===== src/rtl/fft_bfly_scheduler.sv =====
// fft_bfly_scheduler: in-place radix-2 DIT FFT sequencer (read/twiddle/write-back addresses for one butterfly).
// Optional FFT_SCHED_HOLD_EN adds a `hold` input that stalls issue.
module fft_bfly_scheduler #(
   parameter int LOG2N    = 3,
   parameter int BFLY_LAT = 2,
   parameter int MEM_LAT  = 1
) (
   input  logic             clk,
   input  logic             reset,
   input  logic             start,
`ifdef FFT_SCHED_HOLD_EN
   input  logic             hold,
`endif
   output logic             busy,
   output logic             done,
   output logic [LOG2N-1:0] stage,
   output logic             rd_en,
   output logic [LOG2N-1:0] rd_addr_a,
   output logic [LOG2N-1:0] rd_addr_b,
   output logic [LOG2N-2:0] tw_addr,
   output logic             wr_en,
   output logic [LOG2N-1:0] wr_addr_a,
   output logic [LOG2N-1:0] wr_addr_b
);
   localparam int PIPE = MEM_LAT + BFLY_LAT;
   localparam int KW = LOG2N - 1;
   localparam logic [KW-1:0] K_LAST = '1;
   localparam logic [LOG2N-1:0] S_LAST = LOG2N'(LOG2N - 1);
   localparam logic [PIPE-1:0] REST_M = {PIPE{1'b1}} >> 1;

   typedef enum logic [1:0] {IDLE, ISSUE, DRAIN} state_t;

   state_t           state_q, state_d;
   logic [KW-1:0]    k_q, k_d;
   logic [LOG2N-1:0] s_q, s_d;
   logic             done_q, done_d;
   logic             stall, last_wb;
   logic [PIPE-1:0]  v_q;
   logic [LOG2N-1:0] pa_q [PIPE];
   logic [LOG2N-1:0] pb_q [PIPE];
   logic [LOG2N-1:0] half, pos, grp, a, b;
   logic [KW-1:0]    tw;

`ifdef FFT_SCHED_HOLD_EN
   assign stall = hold;
`else
   assign stall = 1'b0;
`endif

   always_comb begin
      half = LOG2N'(1) << s_q;
      pos  = {1'b0, k_q} & (half - LOG2N'(1));
      grp  = {1'b0, k_q} >> s_q;
      a    = ((grp << s_q) << 1) | pos;
      b    = a + half;
      tw   = pos[KW-1:0] << (LOG2N'(KW) - s_q);
   end

   assign busy      = state_q != IDLE;
   assign done      = done_q;
   assign stage     = s_q;
   assign rd_en     = (state_q == ISSUE) && !stall;
   assign rd_addr_a = rd_en ? a : '0;
   assign rd_addr_b = rd_en ? b : '0;
   assign tw_addr   = rd_en ? tw : '0;
   assign wr_en     = v_q[PIPE-1];
   assign wr_addr_a = pa_q[PIPE-1];
   assign wr_addr_b = pb_q[PIPE-1];
   // Stage barrier: the last write-back is the one with nothing younger behind it.
   assign last_wb   = wr_en && !(|(v_q & REST_M));

   always_comb begin
      state_d = state_q;
      k_d     = k_q;
      s_d     = s_q;
      done_d  = 1'b0;
      unique case (state_q)
         IDLE: if (start) begin
            state_d = ISSUE;
            k_d     = '0;
            s_d     = '0;
         end
         ISSUE: if (rd_en) begin
            k_d     = (k_q == K_LAST) ? '0 : k_q + KW'(1);
            state_d = (k_q == K_LAST) ? DRAIN : ISSUE;
         end
         DRAIN: if (last_wb) begin
            state_d = (s_q == S_LAST) ? IDLE : ISSUE;
            s_d     = (s_q == S_LAST) ? '0 : s_q + LOG2N'(1);
            done_d  = s_q == S_LAST;
         end
         default: state_d = IDLE;
      endcase
   end

   always_ff @(posedge clk) begin
      if (reset) begin
         state_q <= IDLE;
         k_q     <= '0;
         s_q     <= '0;
         done_q  <= 1'b0;
         v_q     <= '0;
         for (int i = 0; i < PIPE; i++) begin
            pa_q[i] <= '0;
            pb_q[i] <= '0;
         end
      end else begin
         state_q <= state_d;
         k_q     <= k_d;
         s_q     <= s_d;
         done_q  <= done_d;
         v_q     <= (v_q << 1) | PIPE'(rd_en);
         pa_q[0] <= rd_addr_a;
         pb_q[0] <= rd_addr_b;
         for (int i = 1; i < PIPE; i++) begin
            pa_q[i] <= pa_q[i-1];
            pb_q[i] <= pb_q[i-1];
         end
      end
   end
endmodule

===== config.mk =====
export PLATFORM = sky130hd
export DESIGN_NAME = fft_bfly_scheduler
export DESIGN_NICKNAME = d
export VERILOG_FILES = /design/src/rtl/fft_bfly_scheduler.sv
export SDC_FILE = /design/constraint.sdc
export NUM_CORES = 1
export LEC_CHECK = 0
export BUFFER_PORTS_ARGS = -buffer_cell sky130_fd_sc_hd__buf_2
export CAP_MARGIN = 20
export CORE_MARGIN = 3
export CORE_UTILIZATION = 57
export CTS_CLUSTER_DIAMETER = 80
export DETAILED_ROUTE_END_ITERATION = 16
export PLACE_DENSITY = 0.82
export SYNTH_ARGS = -nofsm -noshare
export SYNTH_HDL_FRONTEND = slang
export SYNTH_SLANG_ARGS = --single-unit
export TNS_END_PERCENT = 1

===== constraint.sdc =====
create_clock -name clk -period 4 [get_ports clk]
set_input_delay 0.6 -clock clk [delete_from_list [all_inputs] [get_ports clk]]
set_output_delay 0.6 -clock clk [all_outputs]
set_load 0.02 [all_outputs]

# Word level (Yosys, flattened, before mapping)

Memory sizes are Yosys's and may differ from the RTL's.
Index checks and enable logic that the tools add are counted.

Flip-flop bits (word level): 11
Bits in writable memories: 18
Input port bits: 3
Memories: 2

Memories:

| memory | words | width | rd ports | clocked after Yosys merged registers in | write ports | RTL line | RTL |
|---|---|---|---|---|---|---|---|
| pa_q   | 3     | 3     | 3        | 0                                       | 3           | 39       | `logic [LOG2N-1:0] pa_q [PIPE];` |
| pb_q   | 3     | 3     | 3        | 0                                       | 3           | 40       | `logic [LOG2N-1:0] pb_q [PIPE];` |

Add/sub/neg operators: 5
Eq/ne operators: 6
Shifts and indexed selects: 4
Mux-type cells: 24
Bitwise operators: 11
Reduce and logical (&&, ||, !) cells: 11

Operator list:

| cell                                             | number |
|---|---|
| 2-to-1 mux 3 bit                                 | 11 |
| 2-to-1 mux 2 bit                                 | 6 |
| OR 1 bit                                         | 6 |
| case mux 2 bit (3 select lines)                  | 1 |
| case mux 3 bit (2 select lines)                  | 1 |
| nonzero test 2 bit                               | 3 |
| == test 2 bit (second input constant)            | 2 |
| 2-to-1 mux 1 bit                                 | 4 |
| inequality test 2 bit (second input constant)    | 2 |
| case mux 2 bit (2 select lines)                  | 1 |
| AND reduction 2 bit                              | 2 |
| adder 3 x 1 -> 3 bit (second input constant)     | 1 |
| adder 3 bit                                      | 1 |
| AND 2 x 3 -> 3 bit                               | 1 |
| == test 3 x 2 -> 1 bit (second input constant)   | 1 |
| OR 3 x 1 -> 3 bit                                | 1 |
| OR 3 bit                                         | 1 |
| AND reduction 3 bit                              | 1 |
| OR reduction 3 bit                               | 1 |
| << shifter 1 x 3 -> 3 bit (first input constant) | 1 |
| << shifter 2 x 3 -> 2 bit                        | 1 |
| << shifter 3 x 3 -> 2 bit                        | 1 |
| >> shifter 2 x 3 -> 3 bit                        | 1 |
| subtractor 2 x 3 -> 3 bit (first input constant) | 1 |
| other kinds (8)                                  | 9 |

# Longest topological paths before layout

Gate-level depths: netlist (run 1).

Depth after elaboration: 7
Depth in mapped cells: 9
Gate-level depth less buffers: 9

# Least setup slack after synthesis (run 1)

OpenSTA, ideal clock, no wires.

Path kind: flip-flop to output port
From: reg s_q[0], in the netlist stage[0]
To: out rd_addr_b[2]
Arrival time: 2.572 ns
Required time: 3.400 ns
Slack: 0.828 ns
Cell stages (with the launch flop): 10
Path buffers: 0
Cell sequence: dfxtp_1 > inv_1 > ha_1 > xnor2_1 > o21ai_0 > o31a_1 > inv_1 > fa_1 > or3_1 > a21oi_1

Word-level cells in the longest chain between the ends: 6

RTL lines:

| what                      | RTL line | RTL |
|---|---|---|
| start, declared           | 35       | `logic [LOG2N-1:0] s_q, s_d;` |
| start signal, assigned    | 100      | `s_q <= '0;` |
| start signal, assigned    | 110      | `s_q <= s_d;` |
| << shifter 1 x 3 -> 3 bit | 51       | `half = LOG2N'(1) << s_q;` |
| subtractor 3 x 1 -> 3 bit | 52       | `pos = {1'b0, k_q} & (half - LOG2N'(1));` |
| AND 2 x 3 -> 3 bit        | 52       |  |
| OR 3 bit                  | 54       | `a = ((grp << s_q) << 1) \| pos;` |
| adder 3 bit *             | 55       | `b = a + half;` |
| 2-to-1 mux 3 bit *        | 64       | `assign rd_addr_b = rd_en ? b : '0;` |
| end, declared             | 19       | `output logic [LOG2N-1:0] rd_addr_b,` |

Mark *: on every way between the ends. The rest lies on a longest branch, timed or not.

# Final worst setup path (run 1)

Same ends and word-level chain as after synthesis.

==> results.toml, run 1 <==
[yosys]
synth_adder_area_share_pct = 6.69
synth_fp_nets = 142
avgSynthCellArea_um2 = 9.28
ys_types = 35
synth_compound_area_share_pct = 10.2
synthXorXnorAreaFrac_pct = 1.42
syn-cell-area_mm2 = 0.00123
yosysSeqAreaShare_pct = 47.1
ys.warnings.count = 0
yosys.area_share.simple_pct = 26.5
synth_seq_cells = 29
synth_top_family_by_area = "simple AND/OR/NAND/NOR gates"
synth_cells = 133
synth_mux_area_share_pct = 0.811

[clocking]
cts_tree = "done"
post_cts_resized = 0
clock-sinks = 29
ctsHoldBuffers = 0
clk_latency_ns = 0.32
cts_buffers = 5
cts_setup_buffers = 0
clkTransAtPathRegs_ns = 0.08
ctsRootBufferMaster = "clkbuf_4"
ctsHtreeMaxLevel = 2
clockBufferDepth = 2

[route]
dr_total_vias = 961
wire_per_inst_um = 12.4
firstDrtPassIters = 4
first_iter_violations = 24
drc = 0
vias_per_cell = 5.28
routed_wl_mm = 2.26
detail-route-antenna-nets = 0

[outcome]
status = "completed"

[pwr]
p_switching_mw = 0.124
leakage_nw = 0.616
peakVddDrop_uv = 238
swShare_pct = 24.9
cell_internal_pwr_mw = 0.375
pwr-share-seq_pct = 59.7
p_per_area_mw_per_mm2 = 363
pwr-share-comb_pct = 7.8
p_clk_share_pct = 32.5

[cells_and_area]
nNetsFinal = 163
area_delta_synth_final_pct = 11.7
instances_no_fill = 182
layout-drive-gt1-share_pct = 22.6
antenna_cells = 0

[setup_path]
worstPathArrival_ns = 2.94
critPathLaunch = "stage[0]"
reg2reg_depth = 9
cp.depth = 10
criticalPathCategory = "reg -> out"
worstPathMaxFanout = 9
cp_num_buf_inv = 3
end_kind = "output port"
cpPeakStageDelay_ns = 0.51
required_ns = 3.40
crit-reg2reg-launch = "stage[0]"
path_cells = "inv_1 > ha_1 > xnor2_1 > o21ai_0 > o31a_1 > inv_1 > fa_1 > or3_1 > a21oi_1 > buf_2"
reg2reg_slack_ns = 1.50
path_common_cell = "inv_1"
crit_slowest_cell = "dfxtp_1"
crit_family = "adder cells"
critPathLaunchType = "flop"
reg2reg_to = "pb_q[0][2]"

[hold_path]
hold_path_end = "pb_q[0][6]"
min_path_type = "reg -> reg"
hold_depth = 1
min_from = "pb_q[0][3]"

[sta]
min_period_ns = 3.54
hold_violations = 0
fmax_ghz = 0.282
finalCritPeriodShare_pct = 88.6
drv_slew = 0
rsz0062_at_grt = "no"
fin_skew_ns = 0.00685
setup_tns_ns = 0
setup_viol_count_final = 0

[floorplan]
die_h_um = 52.5
die_w_um = 52.5
io_pins = 24
initial_core_util_pct = 61.6
rows = 16
dieArea_mm2 = 0.00276
core_mm2 = 0.00200

[placed_design]
dp_cells = 174
hpwl_mm = 1.61
io_buffers = 23
place.gp.congestion = 0.887

[global_routing]
grt_usage_pct = 19.4
grt_pass1_vias = 871
grt_pass1_wl_mm = 3.85
globalRouteOverflowTotal = 0
grt_max_degree = 25
antenna_found_initial = 0

[flow_run]
drv_cap = 0
-- cell families after synthesis --
group                    Yosys count
AND/OR/NAND/NOR                   57
flip-flops                        29
AO/OA/AOI/OAI                     20
buffers and inverters             17
adder cells (fa/ha/maj)            6
XOR/XNOR                           2
other                              1
multiplexers                       1
-- per-stage QoR --
step	power (mW)	hold slack, ns	utilization (%)	cell area, um^2	setup WS, ns
3_3_place_gp	0.343	0.415	66.3	1330	0.984
6_report	0.500	0.446	68.8	1380	0.456
3_5_place_dp	0.344	0.430	66.3	1330	0.856
2_1_floorplan	0.333	0.414	-	1230	0.828
4_1_cts	0.504	0.450	68.8	1380	0.491
5_1_grt	0.525	0.462	68.8	1380	0.243
-- area by class of cell --
type	instances	area [um^2]
Multi-Input combinational cell	87	567
Sequential cell	29	581
Timing Repair Buffer	23	115
Tap cell	27	33.8
Fill cell	172	624
Clock buffer	6	41.3
Inverter	8	30.0
Clock inverter	2	10.0
-- metal layers --
layer  vias up  track usage (%)  part of all wire, %
li1        479                -                    -
met1       434             23.5                   42
met3        10             8.26                  8.3
met2        38             29.5                   47
met5         -                0                    0
met4         0             8.94                  2.9
-- Yosys cell counts, drive strengths merged --
master	count	area share, %
a2111oi	2	1.5
a21o	1	0.61
a21oi	8	3.2
a22oi	2	1.2
a31oi	1	0.51
and2	2	1.0
and2b	1	0.71
buf	6	3.7
clkbuf	3	0.91
conb	1	0.30
dfxtp	29	47
fa	1	1.6
ha	5	5.1
inv	8	2.4
mux2i	1	0.81
nand2	4	1.2
nand2b	4	2.0
nand3	4	2.6
nand3b	1	0.61
nand4b	1	0.71
nor2	14	4.3
nor2b	15	7.6
nor3	4	1.6
nor3b	1	0.61
o21ai	3	1.2
o21bai	1	0.61
o31a	1	0.71
o31ai	1	0.61
or2	3	1.5
or2b	1	0.61
or3	1	0.51
or4b	1	0.81
xnor2	2	1.4
-- worst max path at each step --
stage | endpoint | slack, ns
finish | rd_addr_b[2] | 0.46
global route | rd_addr_b[2] | 0.24
CTS | rd_addr_b[2] | 0.49
detailed placement | rd_addr_b[2] | 0.86
global placement | rd_addr_b[2] | 0.98
floorplan | rd_addr_b[2] | 0.83
-- power by group through the flow --
stage | Combinational (mW) | Clock [mW] | Sequential (mW)
final | 0.0388 | 0.163 | 0.298
after global placement | 0.0384 | 0 | 0.305
after floorplan | 0.0285 | 0 | 0.304
after CTS | 0.0391 | 0.166 | 0.298
after global routing | 0.0433 | 0.183 | 0.299
after detailed placement | 0.0388 | 0 | 0.305
-- sequential cells by signal, summed over array words and instances, names as in the netlist --
register and flops:
pa_q 9, pb_q 9, stage 3, v_q 3, k_q 2, state_q 2, done 1
-- cell usage in the layout (no fill, tap or decap), types with 2 or more instances in the layout --
cell type and instances:
clkbuf_4 5, nand3_1 3, nor2b_1 15, and2_1 2
a21oi_1 8, nor2_1 14, dfxtp_1 29, nand2_1 4
nand2b_1 4, inv_1 8, a22oi_1 2, clkinv_2 2
o21ai_0 3, nor3_1 4, ha_1 5, or2_2 3
xnor2_1 2, buf_2 23
(Power assumes the default switching activity.)
==> run 2: changes to the inputs <==
--- a/config.mk
+++ b/config.mk
@@ -7,11 +7,13 @@
 export LEC_CHECK = 0
 export BUFFER_PORTS_ARGS = -buffer_cell sky130_fd_sc_hd__buf_2
 export CAP_MARGIN = 20
+export CELL_PAD_IN_SITES_DETAIL_PLACEMENT = 1
+export CELL_PAD_IN_SITES_GLOBAL_PLACEMENT = 1
 export CORE_MARGIN = 3
-export CORE_UTILIZATION = 57
+export CORE_UTILIZATION = 43
 export CTS_CLUSTER_DIAMETER = 80
 export DETAILED_ROUTE_END_ITERATION = 16
-export PLACE_DENSITY = 0.82
+export PLACE_DENSITY_LB_ADDON = 0.1
 export SYNTH_ARGS = -nofsm -noshare
 export SYNTH_HDL_FRONTEND = slang
 export SYNTH_SLANG_ARGS = --single-unit
==> run 2 against run 1 <==
  * Sequential power is essentially flat
  * Die area grew 29%
  * Hold slack gained 0.0059 ns
  * Non-clock buffer count is the same
  * Combinational power grew 2%
  * Clock-buffer cell count grew 1
  * Register-to-register slack lost 0.02 ns
  * Sequential share of layout area shrank 1.1 points
  * Total power grew 18%
  * Routed wire length grew 20%
  * First-iteration DRC count grew 4.2%
  * Design area grew 2.7%
  * Largest power group unchanged
==> results.toml, run 2 (same netlist as run 1, synthesis figures left out) <==
[outcome]
status = "completed"

[clocking]
ctsHtreeMaxLevel = 2
post_cts_resized = 0
clkTransAtPathRegs_ns = 0.10
ctsHoldBuffers = 0
cts_tree = "done"
cts_buffers = 5
clk_latency_ns = 0.32
ctsRootBufferMaster = "clkbuf_4"
clock-sinks = 29
cts_setup_buffers = 0
clockBufferDepth = 2

[placed_design]
dp_cells = 177
place.gp.congestion = 0.846
pre_cts_slack_ns = 0.813
io_buffers = 23
hpwl_mm = 1.99

[floorplan]
io_pins = 24
core_mm2 = 0.00259
die_w_um = 59.6
dieArea_mm2 = 0.00355
initial_core_util_pct = 47.6
die_h_um = 59.6
rows = 18

[setup_path]
critPathLaunchType = "flop"
path_cells = "inv_1 > ha_1 > xnor2_1 > o21ai_0 > o31a_1 > inv_1 > fa_1 > or3_1 > a21oi_1 > buf_2"
critPathLaunch = "stage[0]"
crit_family = "adder cells"
end_kind = "output port"
reg2reg_to = "pb_q[0][2]"
crit-reg2reg-launch = "stage[0]"
reg2reg_depth = 9
cpPeakStageDelay_ns = 0.51
cp_num_buf_inv = 3
required_ns = 3.40
criticalPathCategory = "reg -> out"
crit_slowest_cell = "dfxtp_1"
reg2reg_slack_ns = 1.48
worstPathArrival_ns = 2.96
worstPathMaxFanout = 9
path_common_cell = "inv_1"
endpoint = "rd_addr_b[2]"
cp.depth = 10

[route]
wire_per_inst_um = 14.6
dr_total_vias = 954
firstDrtPassIters = 4
detail-route-antenna-nets = 0
routed_wl_mm = 2.71
first_iter_violations = 25
drc = 0
vias_per_cell = 5.16

[cells_and_area]
area_delta_synth_final_pct = 14.7
layout-drive-gt1-share_pct = 22.6
reg_top3 = "pa_q: 9 flops, pb_q: 9 flops"
instances_no_fill = 185
multiInputGateArea_um2 = 567
fill_cells = 324
antenna_cells = 0
final_cell_mix = "29 x dfxtp_1, 23 x buf_2, 15 x nor2b_1, 14 x nor2_1"
regArea_um2 = 581
mostFrequentLayoutCell = "dfxtp_1"
nNetsFinal = 163

[sta]
min_period_ns = 3.56
fin_skew_ns = 0.00576
setup_viol_count_final = 0
drv_slew = 0
fmax_ghz = 0.281
rsz0062_at_grt = "no"
finalCritPeriodShare_pct = 89.1
setup_tns_ns = 0
hold_violations = 0
setup_ws_ns = 0.436

[global_routing]
grt_usage_pct = 17.3
globalRouteOverflowTotal = 0
grt_max_degree = 25
grt_pass1_vias = 993
grt_pass1_wl_mm = 4.44
antenna_found_initial = 0

[pwr]
power_mw = 0.588
p_per_area_mw_per_mm2 = 416
leakage_nw = 0.630
peakVddDrop_uv = 285

[hold_path]
min_from = "pa_q[0][5]"
min_path_type = "reg -> reg"

[flow_run]
drv_cap = 0
-- run 2: cell count changes in the layout (fill, tap and decap cells not counted), sizes merged --
cell and delta:
bufinv +1, clkinv -2, clkbuf +1
-- run 2: final cells by class --
type	instances	area share [%]
Tap cell	30	2.65
Inverter	8	2.12
Sequential cell	29	41.0
Timing Repair Buffer	23	8.13
Multi-Input combinational cell	87	40.1
Clock buffer	7	3.89
Clock inverter	1	2.12
-- run 2: through the flow --
stage | area, um^2 | util [%] | hold slack [ns]
3_3_place_gp | 1330 | 51.4 | 0.418
3_5_place_dp | 1330 | 51.4 | 0.435
6_report | 1420 | 54.6 | 0.452
5_1_grt | 1420 | 54.6 | 0.466
4_1_cts | 1420 | 54.6 | 0.456
2_1_floorplan | 1230 | - | 0.414
-- run 2: routing by layer --
layer	share of wire (%)	GRT usage, %
met5	0	0
met4	0.92	6.65
met3	5.5	6.75
met2	46	26.4
met1	47	21.9
-- run 2: power breakdown --
part           switching [mW]  internal (mW)
sequential            0.00423          0.294
clock                   0.101          0.149
combinational          0.0256         0.0140
total                   0.131          0.457
-- run 2: worst min path at each step --
stage / end / slack, ns / cells past startpoint
floorplan: pa_q[0][3] / 0.41 / 1
CTS: pa_q[0][8] / 0.46 / 1
global placement: pb_q[0][4] / 0.42 / 1
detailed placement: pb_q[0][5] / 0.44 / 1
global route: pa_q[0][4] / 0.47 / 1
finish: pa_q[0][8] / 0.45 / 1
